**config.mk**
```make
export PLATFORM = sky130hd
export DESIGN_NAME = uart_tx_fifo
export DESIGN_NICKNAME = d
export VERILOG_FILES = /design/src/rtl/uart_pkg.sv /design/src/rtl/sync_fifo_mem.sv /design/src/rtl/uart_tx_fifo.sv
export SDC_FILE = /design/constraint.sdc
export NUM_CORES = 1
export LEC_CHECK = 0
export BUFFER_PORTS_ARGS = -buffer_cell sky130_fd_sc_hd__buf_4
export CORE_MARGIN = 2
export CORE_UTILIZATION = 55
export CTS_BUF_LIST = sky130_fd_sc_hd__clkbuf_8
export DETAILED_ROUTE_END_ITERATION = 16
export PLACE_DENSITY_LB_ADDON = 0.1
export SLEW_MARGIN = 25
export SYNTH_ARGS = -nofsm -noshare
export SYNTH_HDL_FRONTEND = slang
export SYNTH_SLANG_ARGS = --single-unit
export TNS_END_PERCENT = 100
```
**constraint.sdc**
```tcl
create_clock -name clk -period 4.85 [get_ports clk]
set_clock_uncertainty 0.2 [all_clocks]
set_input_delay 0 -clock clk [delete_from_list [all_inputs] [get_ports clk]]
set_output_delay 0 -clock clk [all_outputs]
set_load 0.005 [all_outputs]
```
**src/rtl/uart_pkg.sv**
```systemverilog
// Shared definitions for the UART transmit queue: FSM encoding,
// handshake levels and a saturating counter helper.
package uart_pkg;

  typedef enum logic [1:0] {
    ST_IDLE      = 2'd0,
    ST_REQ       = 2'd1,
    ST_WAIT_ACK  = 2'd2,
    ST_WAIT_DONE = 2'd3
  } tx_state_t;

  // ready is high while the UART transmitter can take a character
  localparam logic READY_IDLE  = 1'b1;
  localparam logic READY_BUSY  = 1'b0;
  localparam logic SEND_ASSERT = 1'b1;
  localparam logic SEND_IDLE   = 1'b0;

  function automatic logic [15:0] sat_inc16(input logic [15:0] v);
    return (v == 16'hFFFF) ? v : v + 16'd1;
  endfunction

endpackage

```
**src/rtl/sync_fifo_mem.sv**
```systemverilog
// Dual-port FIFO storage with registered write and combinational read.
// Pointers wrap naturally because DEPTH is a power of two.
module sync_fifo_mem #(
  parameter int DATA_W = 8,
  parameter int DEPTH  = 16
) (
  input  logic              clk,
  input  logic              rstn,
  input  logic              clr,
  input  logic              wr_en,
  input  logic [DATA_W-1:0] wr_data,
  input  logic              rd_en,
  output logic [DATA_W-1:0] rd_data
);

  localparam int AW = $clog2(DEPTH);

  logic [DATA_W-1:0] mem [DEPTH];
  logic [AW-1:0]     wr_ptr;
  logic [AW-1:0]     rd_ptr;

  // Storage array; no reset, the level count keeps unwritten slots unread
  always_ff @(posedge clk) begin
    if (wr_en) mem[wr_ptr] <= wr_data;
  end

  // Write/read pointer advance, cleared together on flush
  always_ff @(posedge clk or negedge rstn) begin
    if (!rstn) begin
      wr_ptr <= '0;
      rd_ptr <= '0;
    end else if (clr) begin
      wr_ptr <= '0;
      rd_ptr <= '0;
    end else begin
      if (wr_en) wr_ptr <= wr_ptr + AW'(1);
      if (rd_en) rd_ptr <= rd_ptr + AW'(1);
    end
  end

  assign rd_data = mem[rd_ptr];

endmodule

```
**src/rtl/uart_tx_fifo.sv**
```systemverilog
// Character queue in front of a UART transmitter with a four-state
// request/acknowledge handshake, level flags and a drop counter.
//
// state        | meaning
// ST_IDLE      | no character in flight; pops head when queue non-empty and ready=1
// ST_REQ       | send=1, waiting for the transmitter to drop ready
// ST_WAIT_ACK  | transmitter accepted; one-cycle settle
// ST_WAIT_DONE | waiting for ready to return high (character finished)
module uart_tx_fifo
  import uart_pkg::*;
#(
  parameter int DATA_W    = 8,
  parameter int DEPTH     = 16,
  parameter int AFULL_LVL = DEPTH - 2
) (
  input  logic                     clk,
  input  logic                     rstn,
  input  logic                     char_valid,
  input  logic [DATA_W-1:0]        char_data,
  input  logic                     flush,
  input  logic                     ready,
  output logic                     send,
  output logic [DATA_W-1:0]        datao,
  output logic                     busy,
  output logic                     full,
  output logic                     empty,
  output logic [$clog2(DEPTH):0]   level,
  output logic [15:0]              drop_cnt
);

  localparam int LW = $clog2(DEPTH) + 1;
  localparam logic [LW-1:0] FULL_L  = LW'(DEPTH);
  localparam logic [LW-1:0] AFULL_L = LW'(AFULL_LVL);

  tx_state_t         state;
  tx_state_t         state_nxt;
  logic              push_ok;
  logic              drop;
  logic              pop;
  logic [DATA_W-1:0] head;
  logic [LW-1:0]     level_nxt;

  // full is the registered flag, so a pop in the same cycle cannot rescue a push
  assign push_ok = char_valid & ~full & ~flush;
  assign drop    = char_valid &  full & ~flush;
  assign pop     = (state == ST_IDLE) & ~empty & (ready == READY_IDLE) & ~flush;

  sync_fifo_mem #(
    .DATA_W (DATA_W),
    .DEPTH  (DEPTH)
  ) u_mem (
    .clk     (clk),
    .rstn    (rstn),
    .clr     (flush),
    .wr_en   (push_ok),
    .wr_data (char_data),
    .rd_en   (pop),
    .rd_data (head)
  );

  // Next queue level from push/pop/flush
  always_comb begin
    level_nxt = level;
    if (flush)                level_nxt = '0;
    else if (push_ok && !pop) level_nxt = level + LW'(1);
    else if (pop && !push_ok) level_nxt = level - LW'(1);
  end

  // Registered level and status flags
  always_ff @(posedge clk or negedge rstn) begin
    if (!rstn) begin
      level <= '0;
      empty <= 1'b1;
      full  <= 1'b0;
      busy  <= 1'b0;
    end else begin
      level <= level_nxt;
      empty <= (level_nxt == '0);
      full  <= (level_nxt == FULL_L);
      busy  <= (level_nxt >= AFULL_L);
    end
  end

  // Saturating count of pushes rejected because the queue was full
  always_ff @(posedge clk or negedge rstn) begin
    if (!rstn)     drop_cnt <= '0;
    else if (drop) drop_cnt <= sat_inc16(drop_cnt);
  end

  // Output character latch; only loads in IDLE so it is stable while send=1
  always_ff @(posedge clk or negedge rstn) begin
    if (!rstn)    datao <= '0;
    else if (pop) datao <= head;
  end

  // FSM state register
  always_ff @(posedge clk or negedge rstn) begin
    if (!rstn) state <= ST_IDLE;
    else       state <= state_nxt;
  end

  // FSM next-state logic
  always_comb begin
    state_nxt = state;
    case (state)
      ST_IDLE:      if (pop) state_nxt = ST_REQ;
      ST_REQ:       if (ready == READY_BUSY) state_nxt = ST_WAIT_ACK;
      ST_WAIT_ACK:  state_nxt = ST_WAIT_DONE;
      ST_WAIT_DONE: if (ready == READY_IDLE) state_nxt = ST_IDLE;
      default:      state_nxt = ST_IDLE;
    endcase
  end

  // FSM outputs
  always_comb begin
    send = SEND_IDLE;
    if (state == ST_REQ) send = SEND_ASSERT;
  end

endmodule

```
==> summary.txt <==
Finish
  • Finished Layout Cells: about 660
  • Layout cells sized above 1: 0.2505
  • Final net count: 500
  • Final Util: 0.6382
  • Diode count: 0
  • Final Instance Area: between 8000 and 9000 sq um
  • Layout area overhead: 14.20%
  • Fillers: ~900

Pwr
  • Clock network power share: 0.282
  • Comb pwr share: 0.153
  • Static Leak: 2.837 nW
  • Peak supply drop: 0.0003510 V
  • Pwr per Cell Area: around 380 nW/um^2
  • Int Power: about 2.2 mW
  • Total power: between 3 and 4 mW
  • Sequential Power Share: 0.565
  • Sw Ratio: 0.2650
  • Sw Pwr: 0.8055 mW

Route
  • Via count: about 3800
  • Starting DRT DRC Count: around 360
  • TritonRoute pass-1 iters: 4
  • Routed wire length: between 10000 and 15000 um
  • Post-DRT Antenna Nets: 0
  • Vias/cell: between 5 and 6
  • Routed length per instance: between 20 and 25 um
  • Drc violations: 0

Timing
  • TNS Setup: 0 ns
  • Max-slew headroom: 0.3264
  • RSZ-0062 raised after global routing: false
  • Final Setup Violations: 0
  • Fin crit period: ~2.5 ns
  • Pins Over Slew Limit: 0
  • Final Hold Vio Count: 0
  • Tightest Pin Transition: approximately 1 ns
  • Max Freq: between 300 and 400 MHz
  • Setup WS post-layout: between 2 and 2.5 ns
  • Hold WS: around 0.23 ns
  • Final period util: 0.5243

Setup path
  • CP endpoint kind: flop
  • Crit path DAT: approximately 2.7 ns
  • Setup slack, reg-to-reg: about 2.3 ns
  • Worst r2r src: state[0]
  • Crit Path Class: reg2reg
  • Kind of start point of the critical path: flop
  • Worst Path Required: between 5 and 6 ns
  • R2R Path End: state[0]
  • Worst-path fanout max: 9
  • Reg2reg path depth: 7

Synthesis
  • Most numerous cell in the Yosys netlist: edfxtp_1
  • Post-synthesis async set-or-reset flop share: 0.2471
  • Yosys cell types: 48
  • List of most frequent post-synthesis cells: edfxtp_1 (128), dfrtp_1 (41), mux4_2 (32)
  • Area leader, netlist: edfxtp_1
  • Largest cells by area after synthesis: edfxtp_1 (55%), dfrtp_1 (15%), mux4_2 (10%)
  • Top_reg_cell synth: edfxtp_1
  • Syn. warnings: 0
  • Share of the yosys chip area belonging to registers: 0.6970
  • Post-Synthesis Cell Area: 7024 sq um
  • EDFF count, synth: around 130
  • Post-synthesis area per instance: 17.13 sq um
  • #FFs+latches synth: 170
  • Synth top area share: 0.5472
  • Post-Syn Nets: between 400 and 500
  • Synth Instances: between 400 and 500

Hold path
  • Endpoint, Worst Hold: u_mem.mem[14][2]
  • Hold Path Stages: 2
  • Hold Crit Start: char_data[2]
  • Class of the worst hold path: in2reg

Global route
  • Gr usage total: 0.2311
  • Largest net degree at the start of global routing: 42
  • Vias in the first global route: 3856
  • Grt ovf: 0
  • First-pass GRT wire length: about 22000 um
  • Initial antenna violation count: 0

Placement
  • Placed cells: between 600 and 700
  • Placement Cell Area: approximately 7500 sq um
  • Port Buffer Count: 45
  • DP Wirelength: ~9000 um
  • Global placement routability congestion: 0.7732
  • Post-Place Worst Slack: around 2.3 ns

Clock network
  • CTS-repair resized insts: 0
  • Clk root buf: clkbuf_8
  • Post-CTS setup buffers: 0
  • Clock sinks: 170
  • Clk pin slew, worst setup/hold paths: approximately 0.080 ns
  • CTS Buffer Depth: 2
  • CTS tree: done
  • CTS HTree Levels: 4
  • CTS buffer count: 17
  • Clk_lat worst skew: between 0.4 and 0.5 ns

Outcome
  • Run status: completed

Floorplan
  • FP Rows: between 40 and 50
  • Die Wd: around 120 um
  • Chip Height: 117.0 um
  • Boundary Pins: 46
  • Die area: around 14000 sq um
  • Initial Utilization: 0.5589
  • Core Footprint: about 13000 sq um

Flow run
  • Maxcap violations: 0
-- worst max-delay path: stages (launching register included) --
cell and delay (ns):
dfrtp_1 0.41, inv_1 0.13, ha_1 0.23, and3b_1 0.39, nand2_1 0.38, a221oi_1 0.49, o21ai_0 0.14, o21ai_0 0.09
-- per-layer routing --
metal / global-route usage / up-vias / share of wire
met1: 0.3318 / 1982 / 0.45
met3: 0.06282 / 16 / 0.061
met5: 0 / - / 0
met4: 0.05882 / 0 / 0.013
met2: 0.3580 / 93 / 0.48
li1: - / 1712 / -
-- area by class of cell --
type	count	area, sq um	area share
multi-input combinational	214	2012	0.2508
tap	172	215.2	0.02683
timing repair buffer	63	528.0	0.06582
clock buffer	17	234.0	0.02917
sequential	170	4898	0.6107
inverter	8	30.03	0.003744
clock inverter	15	103.9	0.01295
-- worst max-delay path by stage --
| stage | from | endpoint | slack [ns] | cells after the start |
|---|---|---|---|---|
| 2_1_floorplan | state[0] | empty | 2.73 | 8 |
| 3_3_place_gp | state[0] | state[0] | 2.38 | 7 |
| 3_5_place_dp | state[0] | state[0] | 2.35 | 7 |
| 4_1_cts | state[0] | state[0] | 2.32 | 7 |
| 5_1_grt | state[1] | state[0] | 1.91 | 7 |
| 6_report | state[0] | state[0] | 2.31 | 7 |
-- flip-flops by register name, summed over array words and instances (netlist names) --
| register | flops |
|---|---|
| busy | 1 |
| datao | 8 |
| drop_cnt | 16 |
| empty | 1 |
| full | 1 |
| level | 5 |
| state | 2 |
| u_mem.mem | 128 |
| u_mem.rd_ptr | 4 |
| u_mem.wr_ptr | 4 |
-- power by group through the flow --
| stage | sequential, mW | combinational [mW] | clock (mW) |
|---|---|---|---|
| final | 1.72 | 0.464 | 0.858 |
| after global routing | 1.73 | 0.522 | 0.931 |
| after CTS | 1.72 | 0.471 | 0.872 |
| after detailed placement | 1.75 | 0.456 | 0 |
| after global placement | 1.75 | 0.446 | 0 |
| after floorplan | 1.72 | 0.289 | 0 |
-- cells by family (layout without fill, tap and decap cells) --
group,after synthesis,after routing,synth area share
DFF,170,170,0.6970
buffers and inverters,26,103,0.01657
AOI/OAI and AO/OA,27,27,0.03099
xor gates and xnor gates,22,22,0.02743
muxes,52,52,0.1329
and+or+nand+nor,100,100,0.07196
adders and majority gates,13,13,0.02316
-- cell usage in the layout, fill, tap and decap left out, drive strengths merged, types with 6 or more instances in the layout --
cell / Yosys / final
mux2i: 16 / 16
xnor2: 16 / 16
o221ai: 8 / 8
nand2: 27 / 27
nor2: 32 / 32
mux4: 32 / 32
clkinv: 0 / 12
edfxtp: 128 / 128
buf: 11 / 49
dlygate4sd3: 0 / 14
nand3: 9 / 9
inv: 8 / 10
dfrtp: 41 / 41
clkbuf: 7 / 17
nand4: 7 / 7
xor2: 6 / 6
ha: 13 / 13
-- repair_timing --
action | CTS | global route
endpoints found under the hold margin | 199 | 0
setup endpoints to repair | 0 | 0
hold buffers | 15 | 0
Power figures use the tool's default switching activity.
